--- src/rtl/dmem_arbiter_pkg.sv ---
`default_nettype none
// ============================================================================
// Module   : dmem_arbiter_pkg
// Purpose  : Shared constants for the dual-CPU data-memory arbiter.
//            Port indices follow the {CPU1, CPU2} packing of every paired bus,
//            so CPU1 is bit/slice 1 and CPU2 is bit/slice 0.
// Revision : 1.0 - initial release
// ============================================================================
package dmem_arbiter_pkg;

    localparam int P_CPU1     = 1;
    localparam int P_CPU2     = 0;
    localparam int NUM_PORTS  = 2;

    localparam int DEF_DATA_W = 32;
    localparam int DEF_ADDR_W = 32;
    localparam int DEF_CNT_W  = 16;

endpackage : dmem_arbiter_pkg
`default_nettype wire

--- src/rtl/rr_arbiter2.sv ---
`default_nettype none
// ============================================================================
// Module   : rr_arbiter2
// Purpose  : Two-way round-robin arbiter. The grant is combinational from the
//            current requests and the index of the last granted port.
// Ports    : clk_i        clock
//            rst_n        asynchronous active-low reset
//            i_req[1:0]   request per port ({CPU1, CPU2})
//            o_grant[1:0] one-hot grant (all zero when idle)
//            o_gnt_valid  any port granted this cycle
//            o_gnt_idx    index of the granted port (valid with o_gnt_valid)
// Revision : 1.0 - initial release
// ============================================================================
module rr_arbiter2
    import dmem_arbiter_pkg::*;
(
    input  logic       clk_i,
    input  logic       rst_n,
    input  logic [1:0] i_req,
    output logic [1:0] o_grant,
    output logic       o_gnt_valid,
    output logic       o_gnt_idx
);

    // Index of the most recently granted port. Resets to CPU2 so that CPU1
    // wins the first contention.
    logic r_last_grant;

    always_comb begin
        o_grant = 2'b00;
        unique case (i_req)
            2'b01:   o_grant = 2'b01;
            2'b10:   o_grant = 2'b10;
            // Contention: serve whichever port did not go last.
            2'b11:   o_grant = (r_last_grant == 1'(P_CPU1)) ? 2'b01 : 2'b10;
            default: o_grant = 2'b00;
        endcase
    end

    assign o_gnt_valid = |i_req;
    assign o_gnt_idx   = o_grant[P_CPU1];

    always_ff @(posedge clk_i or negedge rst_n) begin
        if (!rst_n) begin
            r_last_grant <= 1'(P_CPU2);
        end else if (o_gnt_valid) begin
            r_last_grant <= o_gnt_idx;
        end
    end

endmodule : rr_arbiter2
`default_nettype wire

--- src/rtl/dmem_arbiter.sv ---
`default_nettype none
// ============================================================================
// Module   : dmem_arbiter
// Purpose  : Serialises loads/stores from two pipelined CPUs onto a single-port
//            data memory with round-robin fairness, zero added read latency,
//            per-CPU stall, saturating stall counters and sticky misalignment
//            flags. Paired buses are packed {CPU1, CPU2}.
// Ports    : clk_i, rst_n                clock, async active-low reset
//            rd_i, wr_i, addr_i, wdata_i per-CPU memory requests
//            rdata_o, stall_o            per-CPU load data and stall
//            mem_addr_o, mem_wdata_o,
//            mem_rd_o, mem_wr_o,
//            mem_rdata_i                 single-port data memory interface
//            stall_cnt_o, misalign_o     debug counters / sticky flags
// Revision : 1.0 - initial release
// ============================================================================
module dmem_arbiter
    import dmem_arbiter_pkg::*;
#(
    parameter int DATA_W = DEF_DATA_W,
    parameter int ADDR_W = DEF_ADDR_W,
    parameter int CNT_W  = DEF_CNT_W
) (
    input  logic                  clk_i,
    input  logic                  rst_n,
    input  logic [1:0]            rd_i,
    input  logic [1:0]            wr_i,
    input  logic [2*ADDR_W-1:0]   addr_i,
    input  logic [2*DATA_W-1:0]   wdata_i,
    output logic [2*DATA_W-1:0]   rdata_o,
    output logic [1:0]            stall_o,
    output logic [ADDR_W-1:0]     mem_addr_o,
    output logic [DATA_W-1:0]     mem_wdata_o,
    output logic                  mem_rd_o,
    output logic                  mem_wr_o,
    input  logic [DATA_W-1:0]     mem_rdata_i,
    output logic [2*CNT_W-1:0]    stall_cnt_o,
    output logic [1:0]            misalign_o
);

    logic [1:0]        w_req;
    logic [1:0]        w_grant;
    logic              w_gnt_valid;
    logic              w_gnt_idx;
    logic [ADDR_W-1:0] w_addr  [NUM_PORTS];
    logic [DATA_W-1:0] w_wdata [NUM_PORTS];

    // Requests are masked while reset is held so that the memory sees no
    // access and both pipelines are released from stall immediately.
    assign w_req = (rd_i | wr_i) & {2{rst_n}};

    rr_arbiter2 u_rr (
        .clk_i       (clk_i),
        .rst_n       (rst_n),
        .i_req       (w_req),
        .o_grant     (w_grant),
        .o_gnt_valid (w_gnt_valid),
        .o_gnt_idx   (w_gnt_idx)
    );

    // Memory-side mux. A port with both rd and wr set performs a write.
    assign mem_addr_o  = w_gnt_valid ? w_addr[w_gnt_idx]  : '0;
    assign mem_wdata_o = w_gnt_valid ? w_wdata[w_gnt_idx] : '0;
    assign mem_wr_o    = w_gnt_valid & wr_i[w_gnt_idx];
    assign mem_rd_o    = w_gnt_valid & rd_i[w_gnt_idx] & ~wr_i[w_gnt_idx];

    for (genvar p = 0; p < NUM_PORTS; p++) begin : g_port
        logic [DATA_W-1:0] r_hold;
        logic [CNT_W-1:0]  r_cnt;
        logic              r_misalign;

        assign w_addr[p]  = addr_i[p*ADDR_W +: ADDR_W];
        assign w_wdata[p] = wdata_i[p*DATA_W +: DATA_W];

        assign stall_o[p] = w_req[p] & ~w_grant[p];

        // Granted port sees memory data in the same cycle; otherwise the
        // slice shows the last value it loaded, stable across stalls.
        assign rdata_o[p*DATA_W +: DATA_W] = w_grant[p] ? mem_rdata_i : r_hold;

        assign stall_cnt_o[p*CNT_W +: CNT_W] = r_cnt;
        assign misalign_o[p]                 = r_misalign;

        always_ff @(posedge clk_i or negedge rst_n) begin
            if (!rst_n) begin
                r_hold     <= '0;
                r_cnt      <= '0;
                r_misalign <= 1'b0;
            end else begin
                if (w_grant[p] && rd_i[p]) begin
                    r_hold <= mem_rdata_i;
                end
                if (stall_o[p] && (r_cnt != {CNT_W{1'b1}})) begin
                    r_cnt <= r_cnt + CNT_W'(1);
                end
                if (w_grant[p] && (w_addr[p][1:0] != 2'b00)) begin
                    r_misalign <= 1'b1;
                end
            end
        end
    end

endmodule : dmem_arbiter
`default_nettype wire

--- config.mk ---
export PLATFORM = sky130hd
export DESIGN_NAME = dmem_arbiter
export DESIGN_NICKNAME = d
export VERILOG_FILES = /design/src/rtl/dmem_arbiter_pkg.sv /design/src/rtl/rr_arbiter2.sv /design/src/rtl/dmem_arbiter.sv
export SDC_FILE = /design/constraint.sdc
export NUM_CORES = 1
export LEC_CHECK = 0
export CAP_MARGIN = 20
export CORE_AREA = 2 2 128 130
export CTS_CLUSTER_SIZE = 30
export DETAILED_ROUTE_END_ITERATION = 8
export DIE_AREA = 0 0 130 132
export HOLD_SLACK_MARGIN = 0.03
export PLACE_DENSITY = 0.77
export SYNTH_ARGS = -nofsm -noshare
export SYNTH_HDL_FRONTEND = slang
export SYNTH_SLANG_ARGS = --single-unit
--- constraint.sdc ---
create_clock -name clk_i -period 5 [get_ports clk_i]
set_clock_uncertainty 0.15 [all_clocks]
set_input_delay 1 -clock clk_i [delete_from_list [all_inputs] [get_ports clk_i]]
set_output_delay 1 -clock clk_i [all_outputs]
set_load 0.005 [all_outputs]
==> flow_summary.json, run 1 <==
{
  "cp.required_ns": 3.85,
  "setup_violations": 0,
  "synth.area.top_cells": "dfrtp_1 (44%), mux2_2 (20%), a22o_1 (10%)",
  "die-area_sq_mm": 0.0172,
  "synth_edf_count": 0,
  "routedWlPerCell_microns": 18.6,
  "hold_viol": 0,
  "antenna_left": 0,
  "first_iter_violations": 193,
  "timing.slew.headroom_pct": 41.1,
  "grt_max_degree": 67,
  "r2r_slack_ns": 2.50,
  "numCtsBuffers": 9,
  "synthCells": 522,
  "start_util_pct": 35.7,
  "vias_per_cell": 5.04,
  "io_pins": 332,
  "drive_gt1_share_pct": 16.2,
  "gr-total-overflow": 0,
  "cp_cell_sequence": "clkdlybuf4s50_1 > o21ai_1 > nor2b_4 > buf_4 > a22o_1 > clkdlybuf4s50_1",
  "cts.clk_slew.worst_paths_ns": 0.07,
  "cts_tree": "built",
  "dp_hpwl_mm": 14.7,
  "synth_top_area_share_pct": 44.2,
  "worstPathMaxFanout": 33,
  "syn_nets": 690,
  "vdd_ir_drop_max_mv": 0.243,
  "clock.fmax_mhz": 226,
  "wl_mm": 19.7,
  "synth_area_sq_mm": 0.00560,
  "status": "finished, final reports clean",
  "yosysTopAreaCell": "dfrtp_1",
  "grt_pass1_wl_mm": 29.7,
  "cts_max_path_buffers": 2,
  "critPathLaunchType": "primary input",
  "period_needed_ns": 4.43,
  "antenna_found_initial": 1,
  "avgSynthCellArea_sq_um": 10.7,
  "vias": 5329,
  "drc_errors": 0,
  "max_cap_viol_count": 0,
  "final_core_util_pct": 59.9,
  "post_cts_buffers": 0,
  "cts-htree-levels": 3,
  "die_height_microns": 132,
  "area_growth_pct": 68.0,
  "cts.sinks": 99,
  "reg2reg_depth": 5,
  "leakagePower_uw": 0.00387,
  "cts_root_buf": "clkbuf_16",
  "critPathKind": "primary input to primary output",
  "min_to": "g_port[0].r_misalign$_DFFE_PN0P_",
  "row_count": 46,
  "critPathMaxStageDelay_ns": 0.63,
  "yosysSeqAreaShare_pct": 44.2,
  "grt_use_total_pct": 22.2,
  "grt_setup_unrepaired": "false",
  "crit_arrival_ns": 3.28,
  "ys.flop_type": "dfrtp_1",
  "whs_path_depth": 1,
  "grt_pass1_vias": 5261,
  "fin_setup_tns_ns": 0,
  "min-delay-start": "g_port[0].r_misalign$_DFFE_PN0P_",
  "cts-hold-fix-buffers": 0,
  "critPathSlowestCell": "o21ai_1",
  "gp_congestion": 0.878,
  "r2r-end": "g_port[1].r_hold[2]$_DFFE_PN0P_",
  "ys_seq_elements": 99,
  "rr_startpoint": "u_rr.r_last_grant$_DFFE_PN0P_",
  "cts_resized": 0,
  "dr.pass1.iters": 5,
  "async_flop_share_pct": 100,
  "slew_viol_final": 0,
  "end_kind": "primary output",
  "core_area_sq_mm": 0.0157,
  "hp-class": "flip-flop to flip-flop",
  "ys_types": 47,
  "nNetsFinal": 1004,
  "worst_pin_slew_ns": 0.880,
  "dieWidth_microns": 130,
  "period_share_pct": 88.6,
  "powerDensity_mw_per_mm2": 328,
  "timing.critical_path.mode_cell": "clkdlybuf4s50_1",
  "clk_latency_ns": 0.34,
  "yosys_warnings": 0,
  "port_buffers": 331
}
## cell type report
type / count / area [sq um]
fillers: 1370 / 6300
repair buffers: 340 / 3420
multi-input cells: 382 / 2940
flip-flops and latches: 99 / 2480
well taps: 216 / 270
clock buffers: 11 / 233
clock inverters: 5 / 62.6
inverters: 4 / 15.0
diodes: 1 / 2.50
## registers in the layout, summed over array words and instances (netlist names)
signal / flops
g_port.r_hold: 64
g_port.r_misalign: 2
g_port.r_cnt: 32
u_rr.r_last_grant: 1
## cell usage in the layout, fill, tap and decap left out, types with 2 or more instances in the layout
cell,netlist,layout
dfrtp_1,99,99
xnor2_1,20,20
inv_1,4,4
buf_4,6,7
nand4_1,11,11
o21ai_0,5,5
a22o_1,64,64
nand2_1,105,105
and2_1,3,3
clkbuf_16,0,9
nor3b_1,2,2
o21ai_1,2,2
clkinvlp_4,0,2
o211ai_1,2,2
clkbuf_1,12,2
ha_1,2,2
nor3_1,3,3
xor2_1,8,8
and4_1,3,3
nand2b_1,2,2
a21oi_1,2,2
nor2_1,6,6
nor4_2,4,4
mux2_2,99,99
nand4b_1,2,2
nand3_1,13,13
buf_12,0,3
o21bai_1,2,2
and3_1,4,4
clkdlybuf4s50_1,0,330
## per-stage QoR
stage	area (sq um)	hold slack, ns	setup WS, ns	std cells	total power, uW
3_3_place_gp	9110	0.307	0.648	1041	2380
2_1_floorplan	5600	0.286	1.83	522	1610
3_5_place_dp	9110	0.312	0.582	1041	2400
6_report	9410	0.325	0.572	1058	3080
5_1_grt	9410	0.356	0.413	1058	3250
4_1_cts	9410	0.329	0.584	1057	3110
## worst max-delay path by stage
stage | startpoint | to | depth (start not counted)
final | wr_i[1] | mem_wdata_o[19] | 6
after global routing | wr_i[1] | rdata_o[55] | 7
after CTS | rd_i[1] | rdata_o[41] | 7
after detailed placement | wr_i[1] | rdata_o[41] | 7
after global placement | wr_i[0] | mem_rd_o | 6
after floorplan | wr_i[0] | mem_wdata_o[23] | 6
## power breakdown
group	internal [uW]	total [uW]	leakage, uW	switching (uW)
clock	391	696	0.000136	305
sequential	990	1140	0.00121	145
combinational	811	1250	0.00252	440
total	2190	3080	0.00387	891
## per-layer routing
metal / GRT usage [%] / vias up / share of wire [%]
li1: - / 2524 / -
met2: 37.7 / 220 / 49
met4: 6.45 / 0 / 2.1
met5: 0 / - / 0
met3: 5.93 / 21 / 8.8
met1: 27.6 / 2564 / 40
## cells in the mapped netlist (4+ instances only)
library cell  instances
nand2_1             105
dfrtp_1              99
mux2_2               99
a22o_1               64
xnor2_1              20
buf_2                17
nand3_1              13
clkbuf_1             12
nand4_1              11
xor2_1                8
buf_4                 6
nor2_1                6
o21ai_0               5
and3_1                4
inv_1                 4
nor4_2                4
## cell families after synthesis
family / after synthesis / synth area share (%)
mux: 99 / 19.9
xor+xnor: 28 / 4.38
simple gates: 169 / 14.9
compound gates: 84 / 12.5
buf+inv: 41 / 3.68
flops: 99 / 44.2
fa+ha+maj: 2 / 0.447
## critical path: cells and delay by family
kind                   cells  cell delay (ns)
AND/OR/NAND/NOR            1             0.10
AO/OA/AOI/OAI              2             0.90
buffers and inverters      3             1.28
Note: power is estimated with default switching activity, not from simulation.
==> run 2: changes to the inputs <==
--- a/config.mk
+++ b/config.mk
@@ -5,11 +5,11 @@
 export SDC_FILE = /design/constraint.sdc
 export NUM_CORES = 1
 export LEC_CHECK = 0
-export CAP_MARGIN = 20
 export CORE_AREA = 2 2 128 130
 export CTS_CLUSTER_SIZE = 30
 export DETAILED_ROUTE_END_ITERATION = 8
 export DIE_AREA = 0 0 130 132
+export GPL_TIMING_DRIVEN = 1
 export HOLD_SLACK_MARGIN = 0.03
 export PLACE_DENSITY = 0.77
 export SYNTH_ARGS = -nofsm -noshare
==> results of run 2 <==
No change in the layout: final DEF, timing and power equal those of run 1.
